## src/rtl/uvma_axis_chkr_pkg.sv

```systemverilog
// Shared types and constants for the AXI4-Stream protocol checker.
package uvma_axis_chkr_pkg;

  typedef enum logic {
    S_IDLE = 1'b0,
    S_HOLD = 1'b1
  } state_e;

  localparam int unsigned E_STABLE    = 0;
  localparam int unsigned E_VAL_DROP  = 1;
  localparam int unsigned E_STRB_KEEP = 2;
  localparam int unsigned E_ROUTE     = 3;
  localparam int unsigned E_TOO_LONG  = 4;
  localparam int unsigned E_STALL     = 5;
  localparam int unsigned NUM_ERRS    = 6;

  // Bits needed to hold values 0..max_val (never less than one bit).
  function automatic int unsigned cnt_width(input int unsigned max_val);
    return (max_val == 0) ? 1 : $clog2(max_val + 1);
  endfunction

endpackage

```

## src/rtl/uvma_axis_chkr_sat_cnt.sv

```systemverilog
// Saturating up-counter with synchronous clear; clear together with inc loads 1.
module uvma_axis_chkr_sat_cnt #(
  parameter int unsigned WIDTH = 16
) (
  input  logic             clk,
  input  logic             reset_n,
  input  logic             inc,
  input  logic             clr,
  input  logic [WIDTH-1:0] max,
  output logic [WIDTH-1:0] cnt
);

  // Count register: clear wins, a same-cycle increment restarts at one.
  always_ff @(posedge clk or negedge reset_n) begin
    if (!reset_n) begin
      cnt <= '0;
    end else if (clr) begin
      cnt <= (inc && (max != '0)) ? WIDTH'(1) : '0;
    end else if (inc && (cnt < max)) begin
      cnt <= cnt + WIDTH'(1);
    end
  end

endmodule

```

## src/rtl/uvma_axis_protocol_chkr.sv

```systemverilog
// Passive AXI4-Stream protocol checker: handshake stability, strobe/keep,
// routing consistency, packet length and stall timeout.
module uvma_axis_protocol_chkr
  import uvma_axis_chkr_pkg::*;
#(
  parameter int unsigned TDATA_WIDTH   = 32,
  parameter int unsigned TID_WIDTH     = 4,
  parameter int unsigned TDEST_WIDTH   = 4,
  parameter int unsigned TUSER_WIDTH   = 1,
  parameter int unsigned MAX_PKT_LEN   = 256,
  parameter int unsigned STALL_TIMEOUT = 1024,
  parameter int unsigned CNT_WIDTH     = 16
) (
  input  logic                     clk,
  input  logic                     reset_n,
  input  logic                     enable,
  input  logic                     clear_errs,
  input  logic                     tvalid,
  input  logic                     tready,
  input  logic [TDATA_WIDTH-1:0]   tdata,
  input  logic [TDATA_WIDTH/8-1:0] tstrb,
  input  logic [TDATA_WIDTH/8-1:0] tkeep,
  input  logic                     tlast,
  input  logic [TID_WIDTH-1:0]     tid,
  input  logic [TDEST_WIDTH-1:0]   tdest,
  input  logic [TUSER_WIDTH-1:0]   tuser,
  output logic [NUM_ERRS-1:0]      err_pulse,
  output logic [NUM_ERRS-1:0]      err_sticky,
  output logic [CNT_WIDTH-1:0]     err_cnt,
  output logic [CNT_WIDTH-1:0]     pkt_cnt,
  output logic                     in_pkt
);

  localparam int unsigned TB      = TDATA_WIDTH / 8;
  localparam int unsigned CAP_W   = TDATA_WIDTH + 2 * TB + 1 + TID_WIDTH + TDEST_WIDTH + TUSER_WIDTH;
  localparam int unsigned ROUTE_W = TID_WIDTH + TDEST_WIDTH;
  localparam int unsigned BEAT_W  = cnt_width(MAX_PKT_LEN + 1);
  localparam int unsigned STALL_W = cnt_width(STALL_TIMEOUT);

  if (TDATA_WIDTH % 8 != 0) begin : g_width_chk
    $error("uvma_axis_protocol_chkr: TDATA_WIDTH must be a multiple of 8");
  end

  state_e               state_q;
  state_e               state_d;
  logic                 cap_en;
  logic                 e_stable;
  logic                 e_val_drop;
  logic [CAP_W-1:0]     cap_q;
  logic [CAP_W-1:0]     cur_beat;
  logic [ROUTE_W-1:0]   route_q;
  logic [BEAT_W-1:0]    beat_cnt;
  logic [STALL_W-1:0]   stall_cnt;
  logic                 hs;
  logic                 stalled;
  logic [NUM_ERRS-1:0]  errs;
  logic [NUM_ERRS-1:0]  errs_en;

  assign hs       = tvalid & tready;
  assign stalled  = tvalid & ~tready;
  assign cur_beat = {tdata, tstrb, tkeep, tlast, tid, tdest, tuser};
  assign errs_en  = enable ? errs : '0;

  // Handshake state register.
  always_ff @(posedge clk or negedge reset_n) begin
    if (!reset_n) begin
      state_q <= S_IDLE;
    end else begin
      state_q <= state_d;
    end
  end

  // Handshake next state, capture strobe and in-flight beat checks.
  always_comb begin
    state_d    = state_q;
    cap_en     = 1'b0;
    e_stable   = 1'b0;
    e_val_drop = 1'b0;
    case (state_q)
      S_IDLE: begin
        if (stalled) begin
          state_d = S_HOLD;
          cap_en  = 1'b1;
        end
      end
      S_HOLD: begin
        e_stable = tvalid & (cur_beat != cap_q);
        if (!tvalid) begin
          state_d    = S_IDLE;
          e_val_drop = 1'b1;
        end else if (tready) begin
          state_d = S_IDLE;
        end
      end
      default: state_d = S_IDLE;
    endcase
  end

  // Snapshot of the beat presented when a stall begins.
  always_ff @(posedge clk or negedge reset_n) begin
    if (!reset_n) begin
      cap_q <= '0;
    end else if (cap_en) begin
      cap_q <= cur_beat;
    end
  end

  // Packet framing and routing latched at the first accepted beat.
  always_ff @(posedge clk or negedge reset_n) begin
    if (!reset_n) begin
      in_pkt  <= 1'b0;
      route_q <= '0;
    end else if (hs) begin
      if (!in_pkt) begin
        route_q <= {tid, tdest};
      end
      in_pkt <= ~tlast;
    end
  end

  // Per-cycle error vector on the current sample.
  always_comb begin
    errs               = '0;
    errs[E_STABLE]     = e_stable;
    errs[E_VAL_DROP]   = e_val_drop;
    errs[E_STRB_KEEP]  = tvalid & (|(tstrb & ~tkeep));
    errs[E_ROUTE]      = hs & in_pkt & ({tid, tdest} != route_q);
    errs[E_TOO_LONG]   = (MAX_PKT_LEN != 0) && hs && (beat_cnt == BEAT_W'(MAX_PKT_LEN));
    errs[E_STALL]      = (STALL_TIMEOUT != 0) && stalled &&
                         (stall_cnt == STALL_W'(STALL_TIMEOUT - 1));
  end

  // Pulsed and sticky error flags; clear keeps only this cycle's errors.
  always_ff @(posedge clk or negedge reset_n) begin
    if (!reset_n) begin
      err_pulse  <= '0;
      err_sticky <= '0;
    end else begin
      err_pulse  <= errs_en;
      err_sticky <= clear_errs ? errs_en : (err_sticky | errs_en);
    end
  end

  uvma_axis_chkr_sat_cnt #(.WIDTH(CNT_WIDTH)) u_err_cnt (
    .clk     (clk),
    .reset_n (reset_n),
    .inc     (|errs_en),
    .clr     (clear_errs),
    .max     ({CNT_WIDTH{1'b1}}),
    .cnt     (err_cnt)
  );

  uvma_axis_chkr_sat_cnt #(.WIDTH(CNT_WIDTH)) u_pkt_cnt (
    .clk     (clk),
    .reset_n (reset_n),
    .inc     (hs & tlast),
    .clr     (1'b0),
    .max     ({CNT_WIDTH{1'b1}}),
    .cnt     (pkt_cnt)
  );

  uvma_axis_chkr_sat_cnt #(.WIDTH(BEAT_W)) u_beat_cnt (
    .clk     (clk),
    .reset_n (reset_n),
    .inc     (hs & ~tlast),
    .clr     (hs & tlast),
    .max     (BEAT_W'(MAX_PKT_LEN + 1)),
    .cnt     (beat_cnt)
  );

  uvma_axis_chkr_sat_cnt #(.WIDTH(STALL_W)) u_stall_cnt (
    .clk     (clk),
    .reset_n (reset_n),
    .inc     (stalled),
    .clr     (~stalled),
    .max     (STALL_W'(STALL_TIMEOUT)),
    .cnt     (stall_cnt)
  );

endmodule

```

## config.mk

```make
export PLATFORM = sky130hd
export DESIGN_NAME = uvma_axis_protocol_chkr
export DESIGN_NICKNAME = d
export VERILOG_FILES = /design/src/rtl/uvma_axis_chkr_pkg.sv /design/src/rtl/uvma_axis_chkr_sat_cnt.sv /design/src/rtl/uvma_axis_protocol_chkr.sv
export SDC_FILE = /design/constraint.sdc
export NUM_CORES = 1
export LEC_CHECK = 0
export CAP_MARGIN = 20
export CORE_MARGIN = 4
export CORE_UTILIZATION = 40
export DETAILED_ROUTE_END_ITERATION = 16
export GPL_TIMING_DRIVEN = 0
export HOLD_SLACK_MARGIN = 0.15
export PLACE_DENSITY = 0.65
export SLEW_MARGIN = 20
export SYNTH_ARGS = -nofsm -noshare
export SYNTH_HDL_FRONTEND = slang
export SYNTH_SLANG_ARGS = --single-unit
```

## constraint.sdc

```tcl
create_clock -name clk -period 2.9 [get_ports clk]
set_input_delay 0.58 -clock clk [delete_from_list [all_inputs] [get_ports clk]]
set_output_delay 0.58 -clock clk [all_outputs]
set_load 0.01 [all_outputs]
```

==> summary by stage <==
STA
Measured against its own limit, the worst slew margin works out to 47.9%. Across all setup checks in the final design, the least slack found is 0.118 ns. Setup repair after global routing left no endpoint under its margin. The final number of max-transition violations is 0. The pin slew with the least headroom to its limit is 0.776 ns. The clock skew is 0.00652 ns. Setup violations remaining at the end of the flow were counted as 0. The count of final hold-check violations is 0. Based on the critical path, the design can be clocked at up to 360 MHz. After layout, the minimum clock period comes to 2.78 ns. The final period utilization is 95.9%.

The sum of negative setup slack is 0 ns.

Yosys
The fraction of the yosys area taken by sequential cells is 52.0%. The share of synthesized cell area in full adder, half adder and majority cells is 1.05%. Sorting the synthesized cells by how often they occur yields 124 x sky130_fd_sc_hd__dfrtp_1, 62 x sky130_fd_sc_hd__xnor2_1, 60 x sky130_fd_sc_hd__mux2_2. Summing the areas of all xor and xnor instances in the mapped netlist gives 12.3% of the synthesized area. The synthesized design contains 0 enable-type register cells.

The net count after synthesis is 572. The cell count after synthesis is 511. By area the synthesized netlist is led by sky130_fd_sc_hd__dfrtp_1 52%, sky130_fd_sc_hd__mux2_2 11%, sky130_fd_sc_hd__xnor2_1 9.1%, sky130_fd_sc_hd__xor2_1 3.2%, sky130_fd_sc_hd__nand4_1 3.0%.

The mux cell area share after synthesis is 13.0%. The dominant combinational cell family by area after synthesis is simple AND/OR/NAND/NOR gates. The synthesis warning total is 0. For this run, asynchronously set or reset flops after synthesis account for 100%.

The cell area that synthesis handed to floorplanning was 0.00597 sq mm. A synthesized cell averages 11.7 sq um. In this run, distinct cell masters in the synthesized netlist total 49. The basic-gate share of the synthesized area counting and, or, nand and nor cells is 14.4%. The post-synthesis cell type with the largest combined area is sky130_fd_sc_hd__dfrtp_1. The synthesized design devotes to its leading area cell type 52.0% of total area. Summing the areas of all compound-gate instances in the mapped netlist gives 5.22% of the synthesized area. The dominant register cell in the synthesized netlist is sky130_fd_sc_hd__dfrtp_1. The most numerous cell in the Yosys netlist is sky130_fd_sc_hd__dfrtp_1.

In this run, synthesis produced a sequential element count of 124.

Finish
The number of antenna diodes in the final layout is 0. Relative to the synthesized area, the layout overhead comes to 31.3%. The count of non-filler cells in the finished layout is 830. At the end of the flow the core is filled with cells to a little over half. The final cell area excluding filler cells is just under 0.008 sq mm. The net count of the finished layout is around 700.

The fraction of layout cells with a size suffix above 1 is 16.6%.

Critical path
For the worst setup path, the data arrival time is slightly above 3 ns. STA classifies the critical path endpoint as a flip-flop. STA puts the critical path data required time at approximately 3.2 ns.

The kind of critical path is input port to flip-flop. STA classifies the critical path startpoint as an input port. The largest fanout of any net on the critical path is 7.

Global routing
The total global routing overflow is 0. The first global-routing pass estimated about 22 mm of wire. Entering global routing, the biggest net connects 77 pins. The number of global-route vias before repair is 4,405.

The initial antenna violation count was 0. The overall fraction of global-route tracks in use is 16.4%.

Clocking
The buffer cell driving the clock tree root is sky130_fd_sc_hd__clkbuf_16. At the later pin of the worst-skew pair, clock insertion delay measures 0.41 ns. The tree built by TritonCTS fans out to 124 sinks. The H-tree was split into 4 levels. In this run, CTS created clock tree buffers numbering 17.

The clock edge transition at the registers on the reported setup and hold paths is 0.06 ns. TritonCTS built the clock tree. The clock passes through at most 2 buffers.

Floorplan
The site row count is 44. The die covers 0.0169 sq mm. In this run the vertical extent of the chip is 130 um. 101 I/O pins were placed. The die is 130 um wide.

The total area inside the core boundary comes to 0.0146 sq mm. The initial core utilization is just over 40%.

Routing
The number of optimization iterations in the first detailed-route pass is 4. The DRC violation count after routing is 0. In the routed layout, each cell is associated on average with a via count of between 5 and 6. In this run the remaining antenna-violating nets after routing total 0. In the final routed layout, each cell accounts on average for 15.7 um. The routed layout has 4,331 vias.

The routed design has around 13 mm of wire. For this block, the initial DRC count from the detailed router was 304.

Pwr
For this design the static power due to leakage is between 3 and 4 nW. The internal power consumption is 3.66 mW. The maximum vdd drop is about 0.42 mV. Net switching is between 20% and 30% of the power. The sequential group share of total power is a little over two fifths. The share of total power dissipated in combinational logic is 16.0%. Summed over all nets, the switching power comes to 1.22 mW. The power density normalized to cell area is between 600 and 700 mW/mm^2. The clock share of power is 40.8%.

Worst hold path
In this run the worst hold path is classified as flip-flop to flip-flop.

Run status
The flow ran to the end, and the final reports show no timing, DRC or antenna violations.

Placed design
The placed instances occupy a cell area of 0.00723 sq mm. The weighted congestion at the end of routability-driven global placement is between 0.8 and 0.9. The count of buffers inserted at the top-level ports is 100. Summed over all nets, the half-perimeter wirelength after detailed placement is 9.48 mm. The cell count after placement is 796. OpenSTA, run right after detailed placement, puts the worst setup slack at -0.562 ns.

Run
Across the run, the number of max-cap violations was 0.
metal layers:
metal | vias to the layer above | track usage [%] | share of wire (%)
li1 | 2062 | - | -
met1 | 2137 | 21.8 | 46
met2 | 113 | 25.2 | 46
met3 | 19 | 5.44 | 6.1
met4 | 0 | 5.50 | 1.6
met5 | - | 0 | 0
cells by family (layout without fill, tap and decap cells):
kind of cell,count (synthesis),after routing
flops,124,124
mux,69,69
xor+xnor,84,84
fa+ha+maj,5,5
simple gates,159,159
buf+inv,26,161
compound gates,44,44
final cells by class:
type / count / area, sq um
clock inverters: 8 / 65.1
multi-input cells: 361 / 2770
fillers: 1237 / 6750
clock buffers: 24 / 492
flip-flops and latches: 124 / 3100
repair buffers: 103 / 1060
plain buffers: 13 / 71.3
inverters: 13 / 48.8
well taps: 184 / 230
cell usage in the layout (no fill, tap or decap), types with 7 or more instances in the layout:
master                            count
sky130_fd_sc_hd__dfrtp_1            124
sky130_fd_sc_hd__clkdlybuf4s50_1     95
sky130_fd_sc_hd__xnor2_1             62
sky130_fd_sc_hd__mux2_2              60
sky130_fd_sc_hd__nor2_1              36
sky130_fd_sc_hd__nand4_1             29
sky130_fd_sc_hd__xor2_1              22
sky130_fd_sc_hd__nand2_1             22
sky130_fd_sc_hd__clkbuf_16           17
sky130_fd_sc_hd__nand3_1             15
sky130_fd_sc_hd__inv_1               13
sky130_fd_sc_hd__clkbuf_1            12
sky130_fd_sc_hd__and3_1               9
sky130_fd_sc_hd__o21ai_0              9
sky130_fd_sc_hd__a21oi_1              7
sky130_fd_sc_hd__mux2_1               7
sky130_fd_sc_hd__clkinv_2             7
state kept, by name, summed over array words and instances (netlist names):
| signal | count |
|---|---|
| cap_q | 50 |
| u_err_cnt.cnt | 16 |
| u_pkt_cnt.cnt | 16 |
| u_stall_cnt.cnt | 11 |
| u_beat_cnt.cnt | 9 |
| route_q | 8 |
| err_pulse | 6 |
| err_sticky | 6 |
| in_pkt | 1 |
| state_q | 1 |
timing repair:
action | CTS | global route
pin swaps | 0 | 3
setup buffers | 0 | 1
resized for setup | 3 | 5
hold buffers | 1 | 0
setup endpoints to repair | 7 | 11
hold endpoints to repair | 48 | 0
path summary, 6_finish.rpt:
kind                                   from                to  slack (ns)  cells past startpoint
max                                  tid[2]  u_err_cnt.cnt[6]        0.12                      9
min                           err_sticky[4]     err_sticky[4]        0.48                      1
max reg2reg                u_err_cnt.cnt[0]  u_err_cnt.cnt[6]        0.34                      8
min reg2reg                   err_sticky[4]     err_sticky[4]        0.48                      1
max in group asynchronous           reset_n        route_q[3]        1.50                      3
min in group asynchronous           reset_n  u_err_cnt.cnt[5]        0.67                      2
worst max-delay path: stages:
cell and delay, ns:
sky130_fd_sc_hd__clkdlybuf4s50_1 0.49, sky130_fd_sc_hd__xor2_1 0.20, sky130_fd_sc_hd__nor4_2 0.29, sky130_fd_sc_hd__a21oi_2 0.13, sky130_fd_sc_hd__or4_4 0.56, sky130_fd_sc_hd__and2_4 0.16
sky130_fd_sc_hd__buf_6 0.12, sky130_fd_sc_hd__o2111ai_1 0.20, sky130_fd_sc_hd__mux2_1 0.34
power groups by stage:
stage	combinational (mW)	clock, mW	sequential, mW
final	0.781	1.99	2.11
after global routing	0.867	2.12	2.14
after floorplan	0.448	0	2.12
after global placement	0.753	0	2.12
after CTS	0.793	2.04	2.11
after detailed placement	0.777	0	2.13
per-stage QoR:
step	hold WS [ns]	power, mW
finish	0.480	4.88
CTS	0.483	4.94
floorplan	0.284	2.57
global placement	0.463	2.88
global route	0.502	5.13
detailed placement	0.471	2.91
Note: power is estimated with default switching activity, not from simulation.
